<file path="config.mk">
export PLATFORM = sky130hd
export DESIGN_NAME = regfile_wb_arbiter_flat
export DESIGN_NICKNAME = d
export VERILOG_FILES = /design/src/rtl/regwb_pkg.sv /design/src/rtl/regfile_wb_arbiter_if.sv /design/src/rtl/regwb_fifo.sv /design/src/rtl/regfile_wb_arbiter.sv /design/src/flat_wrapper.sv
export SDC_FILE = /design/constraint.sdc
export NUM_CORES = 1
export LEC_CHECK = 0
export ABC_AREA = 1
export BUFFER_PORTS_ARGS = -buffer_cell sky130_fd_sc_hd__buf_4
export CAP_MARGIN = 20
export CORE_MARGIN = 5
export CORE_UTILIZATION = 50
export DETAILED_ROUTE_END_ITERATION = 16
export PLACE_DENSITY = 0.71
export SLEW_MARGIN = 15
export SYNTH_ARGS = -nofsm -noshare
export SYNTH_HDL_FRONTEND = slang
export SYNTH_SLANG_ARGS = --single-unit
</file>
<file path="constraint.sdc">
create_clock -name clk -period 3.4 [get_ports clk]
set_input_delay 0.51 -clock clk [delete_from_list [all_inputs] [get_ports clk]]
set_output_delay 0.51 -clock clk [all_outputs]
set_load 0.05 [all_outputs]
</file>
<file path="src/rtl/regwb_pkg.sv">
// Shared definitions for the register-file write-back arbiter.
// Holds the default data/address widths, the register count, the queued
// write-back entry type and a one-hot decode helper used by the busy mask.
package regwb_pkg;

  localparam int DEF_DATA_W = 8;
  localparam int DEF_ADDR_W = 3;
  localparam int NUM_REGS   = 2 ** DEF_ADDR_W;

  // One pending register-file write: destination register and its value.
  typedef struct packed {
    logic [DEF_ADDR_W-1:0] rd;
    logic [DEF_DATA_W-1:0] data;
  } wb_entry_t;

  // One-hot decode of a register index into a NUM_REGS-wide mask.
  function automatic logic [NUM_REGS-1:0] rd_onehot(input logic [DEF_ADDR_W-1:0] rd);
    logic [NUM_REGS-1:0] mask;
    mask = {NUM_REGS{1'b0}};
    mask[rd] = 1'b1;
    return mask;
  endfunction

endpackage

</file>
<file path="src/rtl/regfile_wb_arbiter_if.sv">
// Bus bundle between the two result producers, the register-file write port
// and the write-back arbiter.
//   ld_*      : load unit result handshake (valid/rd/data in, ready out)
//   alu_*     : ALU result handshake (valid/rd/data in, ready out)
//   wr_stall  : register-file write port unavailable
//   wr_*      : RegWrite / RDo / Mem_to_Reg drive
//   reg_busy  : per-register pending-write mask for decode
// The arbiter connects through the slave modport, its environment through master.
interface regfile_wb_arbiter_if #(
  parameter int DATA_W = 8,
  parameter int ADDR_W = 3
);

  logic              ld_valid;
  logic [ADDR_W-1:0] ld_rd;
  logic [DATA_W-1:0] ld_data;
  logic              ld_ready;

  logic              alu_valid;
  logic [ADDR_W-1:0] alu_rd;
  logic [DATA_W-1:0] alu_data;
  logic              alu_ready;

  logic              wr_stall;
  logic              wr_en;
  logic [ADDR_W-1:0] wr_addr;
  logic [DATA_W-1:0] wr_data;

  logic [(2**ADDR_W)-1:0] reg_busy;

  modport slave (
    input  ld_valid, ld_rd, ld_data,
    output ld_ready,
    input  alu_valid, alu_rd, alu_data,
    output alu_ready,
    input  wr_stall,
    output wr_en, wr_addr, wr_data,
    output reg_busy
  );

  modport master (
    output ld_valid, ld_rd, ld_data,
    input  ld_ready,
    output alu_valid, alu_rd, alu_data,
    input  alu_ready,
    output wr_stall,
    input  wr_en, wr_addr, wr_data,
    input  reg_busy
  );

endinterface

</file>
<file path="src/rtl/regwb_fifo.sv">
// Dual-push, single-pop circular FIFO of write-back entries.
//   clk, rst_n          : clock, asynchronous active-low reset
//   push0/push0_entry   : first push slot (enqueued first)
//   push1/push1_entry   : second push slot (enqueued behind push0)
//   pop                 : remove the head entry
//   head                : current head entry
//   count               : registered occupancy (0..DEPTH)
//   entry_valid/rd      : per-slot occupancy and destination for the busy mask
// The caller guarantees no push beyond DEPTH and no pop when empty.
module regwb_fifo
  import regwb_pkg::*;
#(
  parameter int DEPTH = 4,
  localparam int PTR_W = $clog2(DEPTH),
  localparam int CNT_W = PTR_W + 1
) (
  input  logic                  clk,
  input  logic                  rst_n,
  input  logic                  push0,
  input  wb_entry_t             push0_entry,
  input  logic                  push1,
  input  wb_entry_t             push1_entry,
  input  logic                  pop,
  output wb_entry_t             head,
  output logic [CNT_W-1:0]      count,
  output logic [DEPTH-1:0]      entry_valid,
  output logic [DEF_ADDR_W-1:0] entry_rd [DEPTH]
);

  wb_entry_t        mem_r [DEPTH];
  logic [PTR_W-1:0] wptr_r;
  logic [PTR_W-1:0] rptr_r;
  logic [CNT_W-1:0] count_r;
  logic [PTR_W-1:0] wptr1_s;

  // push1 lands right after push0 when both fire, else at the write pointer.
  assign wptr1_s = wptr_r + PTR_W'(push0);

  // Entry storage; contents are don't-care until marked valid by count.
  always_ff @(posedge clk) begin
    if (push0) begin
      mem_r[wptr_r] <= push0_entry;
    end
    if (push1) begin
      mem_r[wptr1_s] <= push1_entry;
    end
  end

  // Pointers and occupancy; pointers wrap naturally at power-of-two DEPTH.
  always_ff @(posedge clk or negedge rst_n) begin
    if (!rst_n) begin
      wptr_r  <= {PTR_W{1'b0}};
      rptr_r  <= {PTR_W{1'b0}};
      count_r <= {CNT_W{1'b0}};
    end else begin
      wptr_r  <= wptr_r + PTR_W'(push0) + PTR_W'(push1);
      rptr_r  <= rptr_r + PTR_W'(pop);
      count_r <= count_r + CNT_W'(push0) + CNT_W'(push1) - CNT_W'(pop);
    end
  end

  // A slot is live when its distance from the read pointer is below count.
  always_comb begin : slot_decode
    logic [PTR_W-1:0] offset;
    offset = {PTR_W{1'b0}};
    for (int i = 0; i < DEPTH; i++) begin
      offset         = PTR_W'(i) - rptr_r;
      entry_valid[i] = ({1'b0, offset} < count_r);
      entry_rd[i]    = mem_r[i].rd;
    end
  end

  assign head  = mem_r[rptr_r];
  assign count = count_r;

endmodule

</file>
<file path="src/rtl/regfile_wb_arbiter.sv">
// Write-back arbiter and buffer for the register file's single write port.
// Accepts results from the load unit and the ALU (load wins ordering when
// both transfer together), drops writes to r0, queues the rest in a small
// FIFO and drains one entry per cycle onto RegWrite/RDo/Mem_to_Reg.
//   clk, rst_n : clock, asynchronous active-low reset
//   bus        : regfile_wb_arbiter_if slave modport (producers, write port,
//                reg_busy mask)
// Build option REGWB_SCOREBOARD_EN: when defined, reg_busy marks every
// register with a queued or in-flight write; when undefined reg_busy is 0.
module regfile_wb_arbiter
  import regwb_pkg::*;
#(
  parameter int DATA_W = DEF_DATA_W,
  parameter int ADDR_W = DEF_ADDR_W,
  parameter int DEPTH  = 4
) (
  input  logic                  clk,
  input  logic                  rst_n,
  regfile_wb_arbiter_if.slave   bus
);

  localparam int CNT_W = $clog2(DEPTH) + 1;
  localparam int NREG  = 2 ** ADDR_W;

  logic              ld_ready_s;
  logic              alu_ready_s;
  logic              push0_s;
  logic              push1_s;
  logic              pop_s;
  wb_entry_t         push0_entry_s;
  wb_entry_t         push1_entry_s;
  wb_entry_t         head_s;
  logic [CNT_W-1:0]  count_s;
  logic              wr_en_r;
  logic [ADDR_W-1:0] wr_addr_r;
  logic [DATA_W-1:0] wr_data_r;
  logic [NREG-1:0]   busy_s;

  // Readies from registered occupancy only; ALU needs two free slots when
  // the load unit is also offering, so the pair never overflows the FIFO.
  always_comb begin
    ld_ready_s  = 1'b0;
    alu_ready_s = 1'b0;
    if (!rst_n) begin
      ld_ready_s  = 1'b0;
      alu_ready_s = 1'b0;
    end else begin
      ld_ready_s = (count_s <= CNT_W'(DEPTH - 1));
      if (bus.ld_valid) begin
        alu_ready_s = (count_s <= CNT_W'(DEPTH - 2));
      end else begin
        alu_ready_s = (count_s <= CNT_W'(DEPTH - 1));
      end
    end
  end

  // Completed transfers to r0 are acknowledged but never enqueued.
  assign push0_s       = bus.ld_valid  & ld_ready_s  & (bus.ld_rd  != {ADDR_W{1'b0}});
  assign push1_s       = bus.alu_valid & alu_ready_s & (bus.alu_rd != {ADDR_W{1'b0}});
  assign push0_entry_s = {bus.ld_rd, bus.ld_data};
  assign push1_entry_s = {bus.alu_rd, bus.alu_data};
  assign pop_s         = (count_s != {CNT_W{1'b0}}) & ~bus.wr_stall;

  `ifdef REGWB_SCOREBOARD_EN
  logic [DEPTH-1:0]      entry_valid_s;
  logic [DEF_ADDR_W-1:0] entry_rd_s [DEPTH];
  `else
  logic [DEPTH-1:0]      unused_entry_valid_s;
  logic [DEF_ADDR_W-1:0] unused_entry_rd_s [DEPTH];
  `endif

  regwb_fifo #(
    .DEPTH (DEPTH)
  ) u_fifo (
    .clk         (clk),
    .rst_n       (rst_n),
    .push0       (push0_s),
    .push0_entry (push0_entry_s),
    .push1       (push1_s),
    .push1_entry (push1_entry_s),
    .pop         (pop_s),
    .head        (head_s),
    .count       (count_s),
  `ifdef REGWB_SCOREBOARD_EN
    .entry_valid (entry_valid_s),
    .entry_rd    (entry_rd_s)
  `else
    .entry_valid (unused_entry_valid_s),
    .entry_rd    (unused_entry_rd_s)
  `endif
  );

  // Write-port registers: wr_en pulses per pop, address/data hold otherwise.
  always_ff @(posedge clk or negedge rst_n) begin
    if (!rst_n) begin
      wr_en_r   <= 1'b0;
      wr_addr_r <= {ADDR_W{1'b0}};
      wr_data_r <= {DATA_W{1'b0}};
    end else begin
      wr_en_r <= pop_s;
      if (pop_s) begin
        wr_addr_r <= head_s.rd;
        wr_data_r <= head_s.data;
      end
    end
  end

  `ifdef REGWB_SCOREBOARD_EN
  // Busy mask: every live FIFO entry plus the write currently on the port.
  always_comb begin
    busy_s = {NREG{1'b0}};
    for (int i = 0; i < DEPTH; i++) begin
      if (entry_valid_s[i]) begin
        busy_s = busy_s | rd_onehot(entry_rd_s[i]);
      end else begin
        busy_s = busy_s;
      end
    end
    if (wr_en_r) begin
      busy_s = busy_s | rd_onehot(wr_addr_r);
    end else begin
      busy_s = busy_s;
    end
    busy_s[0] = 1'b0;
  end
  `else
  assign busy_s = {NREG{1'b0}};
  `endif

  assign bus.ld_ready  = ld_ready_s;
  assign bus.alu_ready = alu_ready_s;
  assign bus.wr_en     = wr_en_r;
  assign bus.wr_addr   = wr_addr_r;
  assign bus.wr_data   = wr_data_r;
  assign bus.reg_busy  = busy_s;

endmodule
</file>
<file path="src/flat_wrapper.sv">
// flat-port wrapper written by rule: the top's interface ports become plain ports
module regfile_wb_arbiter_flat import regwb_pkg::*;
#(
  parameter int DATA_W = DEF_DATA_W,
  parameter int ADDR_W = DEF_ADDR_W,
  parameter int DEPTH  = 4
)
  (clk, rst_n, bus_ld_valid, bus_ld_rd, bus_ld_data, bus_ld_ready, bus_alu_valid, bus_alu_rd, bus_alu_data, bus_alu_ready, bus_wr_stall, bus_wr_en, bus_wr_addr, bus_wr_data, bus_reg_busy);
  regfile_wb_arbiter_if #(.DATA_W(DATA_W), .ADDR_W(ADDR_W)) bus_i ();
  input  logic clk;
  input  logic rst_n;
  input wire logic [$bits(bus_i.ld_valid)-1:0] bus_ld_valid;
  input wire logic [$bits(bus_i.ld_rd)-1:0] bus_ld_rd;
  input wire logic [$bits(bus_i.ld_data)-1:0] bus_ld_data;
  output wire logic [$bits(bus_i.ld_ready)-1:0] bus_ld_ready;
  input wire logic [$bits(bus_i.alu_valid)-1:0] bus_alu_valid;
  input wire logic [$bits(bus_i.alu_rd)-1:0] bus_alu_rd;
  input wire logic [$bits(bus_i.alu_data)-1:0] bus_alu_data;
  output wire logic [$bits(bus_i.alu_ready)-1:0] bus_alu_ready;
  input wire logic [$bits(bus_i.wr_stall)-1:0] bus_wr_stall;
  output wire logic [$bits(bus_i.wr_en)-1:0] bus_wr_en;
  output wire logic [$bits(bus_i.wr_addr)-1:0] bus_wr_addr;
  output wire logic [$bits(bus_i.wr_data)-1:0] bus_wr_data;
  output wire logic [$bits(bus_i.reg_busy)-1:0] bus_reg_busy;
  assign bus_i.ld_valid = bus_ld_valid;
  assign bus_i.ld_rd = bus_ld_rd;
  assign bus_i.ld_data = bus_ld_data;
  assign bus_ld_ready = bus_i.ld_ready;
  assign bus_i.alu_valid = bus_alu_valid;
  assign bus_i.alu_rd = bus_alu_rd;
  assign bus_i.alu_data = bus_alu_data;
  assign bus_alu_ready = bus_i.alu_ready;
  assign bus_i.wr_stall = bus_wr_stall;
  assign bus_wr_en = bus_i.wr_en;
  assign bus_wr_addr = bus_i.wr_addr;
  assign bus_wr_data = bus_i.wr_data;
  assign bus_reg_busy = bus_i.reg_busy;
  regfile_wb_arbiter #(.DATA_W(DATA_W), .ADDR_W(ADDR_W), .DEPTH(DEPTH)) u_core (.clk(clk), .rst_n(rst_n), .bus(bus_i));
endmodule
</file>
### Word level (Yosys, flattened, before mapping)

Memory sizes are Yosys's and may differ from the RTL's. A register that Yosys moved wholly into a read port is not among the register bits.
Index checks and enable logic that the tools add are counted.

| word-level totals | value |
|---|---|
| bits in registers | 8 |
| memory bits (writable) | 44 |
| input bits | 27 |
| output and inout port bits | 22 |
| word-level logic and storage cells | 30 |
| memories kept | 1 |

| operators by class | value |
|---|---|
| add/sub/neg operators | 6 |
| order comparisons | 2 |
| multiplexer cells | 7 |
| bitwise logic cells | 6 |
| reductions and logical operators | 4 |

Memories:

| memory | depth | bits a word | read ports | clocked after Yosys merged registers in | write ports | line | text |
|---|---|---|---|---|---|---|---|
| u_core.u_fifo.mem_r | 4 | 11 | 1 | 1 | 2 | regwb_fifo.sv:30 | `wb_entry_t mem_r [DEPTH];` |

Operators by type and width:

| cell | count |
|---|---|
| nonzero test 3 bit | 3 |
| two-way mux 1 bit | 7 |
| adder 2 x 1 -> 2 bit | 3 |
| adder 3 x 1 -> 3 bit | 2 |
| less-or-equal comparator 3 x 2 -> 1 bit (second input constant) | 2 |
| bitwise AND 1 bit | 5 |
| subtractor 3 x 1 -> 3 bit | 1 |
| logical NOT 1 bit | 1 |
| NOT 1 bit | 1 |

### Depth between registers and ports, before layout

| depth | value |
|---|---|
| depth after elaboration | 7 |
| mapped depth | 14 |

### Hierarchy

A second synthesis with hierarchy kept.

| unflattened totals | value |
|---|---|
| cells, all modules | 412 |
| area, all modules | 3533.4 sq um |

By module, submodules not included:

| module | times used | cells an instance | area each (sq um) |
|---|---|---|---|
| regwb_fifo | 1 | 336 | 2926.6 |
| regfile_wb_arbiter | 1 | 76 | 606.8 |

### Worst setup path before layout

Ideal clock, no wire load.

| timing path | value |
|---|---|
| path kind | reg-to-reg |
| start | reg u_core.u_fifo.count_r[2] (netlist: u_core.u_fifo.count[2]) |
| end | mem u_core.u_fifo.mem_r[0][0] (netlist name) (enable) |
| library setup time | 0.345 ns |
| arrival time | 2.219 ns |
| data required time | 3.055 ns |
| slack | 0.836 ns |
| cell stages (with the launch flop) | 14 |
| clock period less this slack | 2.564 ns |
| cells stage by stage | dfrtp_1 > inv_1 > ha_1 > nand3_1 > nand3_1 > nor3_2 > ha_1 > inv_1 > nand2_1 > nand2_2 > nor2_2 > nand4_1 > buf_2 > nand2_1 |

RTL lines:

| item | line | text |
|---|---|---|
| start, declared | regwb_fifo.sv:33 | `logic [CNT_W-1:0] count_r;` |
| start signal, assigned | regwb_fifo.sv:54 | `count_r <= {CNT_W{1'b0}};` |
| start signal, assigned | regwb_fifo.sv:58 | `count_r <= count_r + CNT_W'(push0) + CNT_W'(push1) - CNT_W'(pop);` |
| end, declared | regwb_fifo.sv:30 |  |

==> summary.txt <==
Status
  • Outcome: finished, final reports clean

Timing
  • Setup TNS: 0 ns
  • Clk_skew: 0.01180 ns
  • Final setup fails: 0
  • Period minus WS final: 2.790 ns
  • Fin. max-slew vios: 0
  • Slew headroom: 64.08%
  • Slew at the pin closest to its max-slew limit: 0.5375 ns
  • RSZ-0062 raised after global routing: false
  • Final hold viol count: 0
  • Period utilization: 82.06%
  • Max Freq: 358.4 MHz

Placed design
  • DP Area: 3736 sq um
  • Hpwl dp: 5.805 mm
  • GP Congestion: 0.8218
  • Number of buffers added on ports: 40

Clock tree
  • Clock root cell: clkbuf_8
  • Clock sink total: 63
  • CTS buffer count: 9
  • CTS tree: yes
  • Setup bufs post-CTS: 0
  • Worst-path clk slew: 0.07 ns
  • Clock latency on the worst-skew pair: 0.34 ns
  • Max H-tree Level: 3
  • CTS resizes: 0
  • # hold bufs at CTS: 0
  • Maximum clock path buffer count: 2

Pwr
  • Total power draw: 3.235 mW
  • Comb power frac: 45.5%
  • Design internal power: 1.817 mW
  • Clock network fraction of total power: 18.9%
  • Pwr Density: 825.8 nW/um^2
  • Switch Pwr: 1.418 mW
  • Switching Share: 43.84%
  • Worst VDD drop: 336.7 uV
  • Seq pwr share: 35.6%
  • Pleak: 1.741 nW

GRT
  • GRT Total Usage: 20.50%
  • Grt ovf: 0
  • Initial antenna violation count: 0
  • Number of global-route vias before repair: 2651
  • Global-route wire length before repair: 13.55 mm
  • Largest net degree at the start of global routing: 49

Floorplan
  • Initial core utilization: 51.08%
  • Io pins: 49
  • Core area: 6719 sq um
  • Die ar.: 8621 sq um
  • Cell row count: 30
  • DIE WIDTH: 92.85 um
  • Die Ht: 92.85 um

Worst setup path
  • Data required, critical path: 3.37 ns
  • Crit path DAT: 2.76 ns
  • Critical Path Fanout Max: 11
  • R2R Path Start: u_core.u_fifo.count[2]
  • CP Capture Type: register
  • Crit-path slowest cell: nand2_1
  • Reg-to-reg endpoint: u_core.u_fifo.mem_r[1][7]
  • Kind of critical path: register to register
  • Worst reg-to-reg path cell count: 12
  • Crit start category: register
  • Reg2reg setup slack: 0.61 ns
  • Worst-path cell chain: inv_1 -> ha_1 -> nand3_1 -> nand3_1 -> nor3_2 -> ha_1 -> inv_1 -> nand2_1 -> nand2_2 -> nor2_2 -> nand4_2 -> nand2_1
  • Critical Path Sink: u_core.u_fifo.mem_r[1][7]
  • CP max stage delay: 0.44 ns
  • Setup crit start: u_core.u_fifo.count[2]

Job
  • Max Cap Viol: 0

Route
  • Final wirelength: 8.193 mm
  • Vias per cell: 5.648
  • Drt drc: 0
  • Vias: 2852
  • Drt first pass iters: 5
  • Post-DRT Antenna Nets: 0
  • Starting DRT DRC Count: 201
  • Routed len/inst: 16.22 um

Finish
  • Ant. Diodes: 0
  • Final instance area: 3918 sq um
  • Share of cells above drive strength 1: 18.35%
  • Nets: 455
  • Final core occ: 58.31%
  • Synthesis-to-layout area growth: 14.15%

Yosys
  • Post-synthesis instance total: 383
  • Synth warn: 0
  • Mapped cell area: 3432 sq um
  • Netlist cell types: 29
  • Avg Cell Area, Syn: 8.961 sq um
  • Seq/Total Area, Yosys: 52.35%
  • Yosys reg bits: 63

Hold path
  • Type of the tightest min-delay check: input port to asynchronous set/reset pin
[how the worst min path moves through the flow]
stage | startpoint | depth (start not counted) | end | slack [ns]
floorplan | rst_n | 0 | u_core.bus.wr_addr[0] | 0.21
global placement | rst_n | 1 | u_core.u_fifo.wptr_r[1] | 0.40
detailed placement | rst_n | 1 | u_core.u_fifo.count[0] | 0.41
CTS | rst_n | 1 | u_core.u_fifo.count[0] | 0.04
global route | rst_n | 1 | u_core.u_fifo.count[0] | 0.06
finish | rst_n | 1 | u_core.u_fifo.wptr_r[0] | 0.04
[flip-flops by register name (all words and copies together) (netlist names)]
register              count
u_core.u_fifo.count       3
u_core.u_fifo.mem_r      44
u_core.bus.wr_data        8
u_core.u_fifo.wptr_r      2
u_core.bus.wr_addr        3
u_core.u_fifo.rptr_r      2
u_core.bus.wr_en          1
[logic make-up (layout without fill, tap and decap cells)]
kind of cell	count (synthesis)	in the layout	synth area share (%)
AND/OR/NAND/NOR	223	223	29.17
flip-flops	63	63	52.35
buffers and inverters	48	83	7.947
AO/OA/AOI/OAI	37	37	6.307
adder cells (fa/ha/maj)	8	8	3.354
XOR/XNOR	3	3	0.7657
other	1	8	0.1093
[power by group through the flow]
stage	sequential [mW]	clock (mW)	combinational (mW)
final	1.15	0.613	1.47
after global routing	1.18	0.650	1.62
after CTS	1.15	0.616	1.47
after detailed placement	1.17	0	1.46
after global placement	1.16	0	1.44
after floorplan	1.37	0	0.853
[critical path: cells and delay by family, from the launching register on]
kind	cells	cell delay [ns]
and+or+nand+nor	8	1.40
adders and majority gates	2	0.47
DFF	1	0.38
buffers and inverters	2	0.17
[cell type report]
cell class / instances / area (sq um)
tap: 80 / 100.1
inverter: 15 / 56.30
timing repair buffer: 52 / 390.4
fill: 599 / 2801
clock inverter: 4 / 46.29
sequential: 63 / 1797
multi-input combinational: 279 / 1393
clock buffer: 12 / 135.1
[cell usage in the layout, fill, tap and decap left out, drive strengths merged, types with 8 or more instances in the layout]
master  count
nand4      48
clkbuf     12
nor2       63
inv        15
nand2     104
dfrtp      19
edfxtp     44
o21ai      22
a31oi      11
buf        52
conb        8
[metrics by stage]
| stage | worst slack (ns) | hold slack, ns | std cells |
|---|---|---|---|
| after floorplan | 0.8359 | 0.2144 | 390 |
| final | 0.6100 | 0.04194 | 505 |
| after CTS | 0.5999 | 0.04401 | 505 |
| after global placement | 0.6762 | 0.4023 | 489 |
| after global routing | 0.3417 | 0.05635 | 505 |
| after detailed placement | 0.5323 | 0.4111 | 489 |
[layer usage]
layer	track usage [%]	routed length, um	vias to the layer above
li1	-	-	1376
met1	30.68	3716	1305
met2	29.03	3535	159
met3	3.899	792	12
met4	8.425	148	0
met5	0	0	-
[Yosys cell counts (all sizes together)]
cell type	n	area [sq um]
dfrtp	19	475.5
inv	15	56.31
clkbuf	4	15.01
xor2	2	17.52
nor2	63	256.5
o21ai	22	110.1
a31oi	11	68.82
buf	29	201.4
fa	2	40.04
a21boi	1	18.77
ha	6	75.07
nor3	2	15.01
a21oi	3	18.77
conb	1	3.750
xnor2	1	8.760
nand4	48	306.5
nand3	6	30.03
nand2	104	392.9
edfxtp	44	1321
Note: power is estimated with default switching activity, not from simulation.
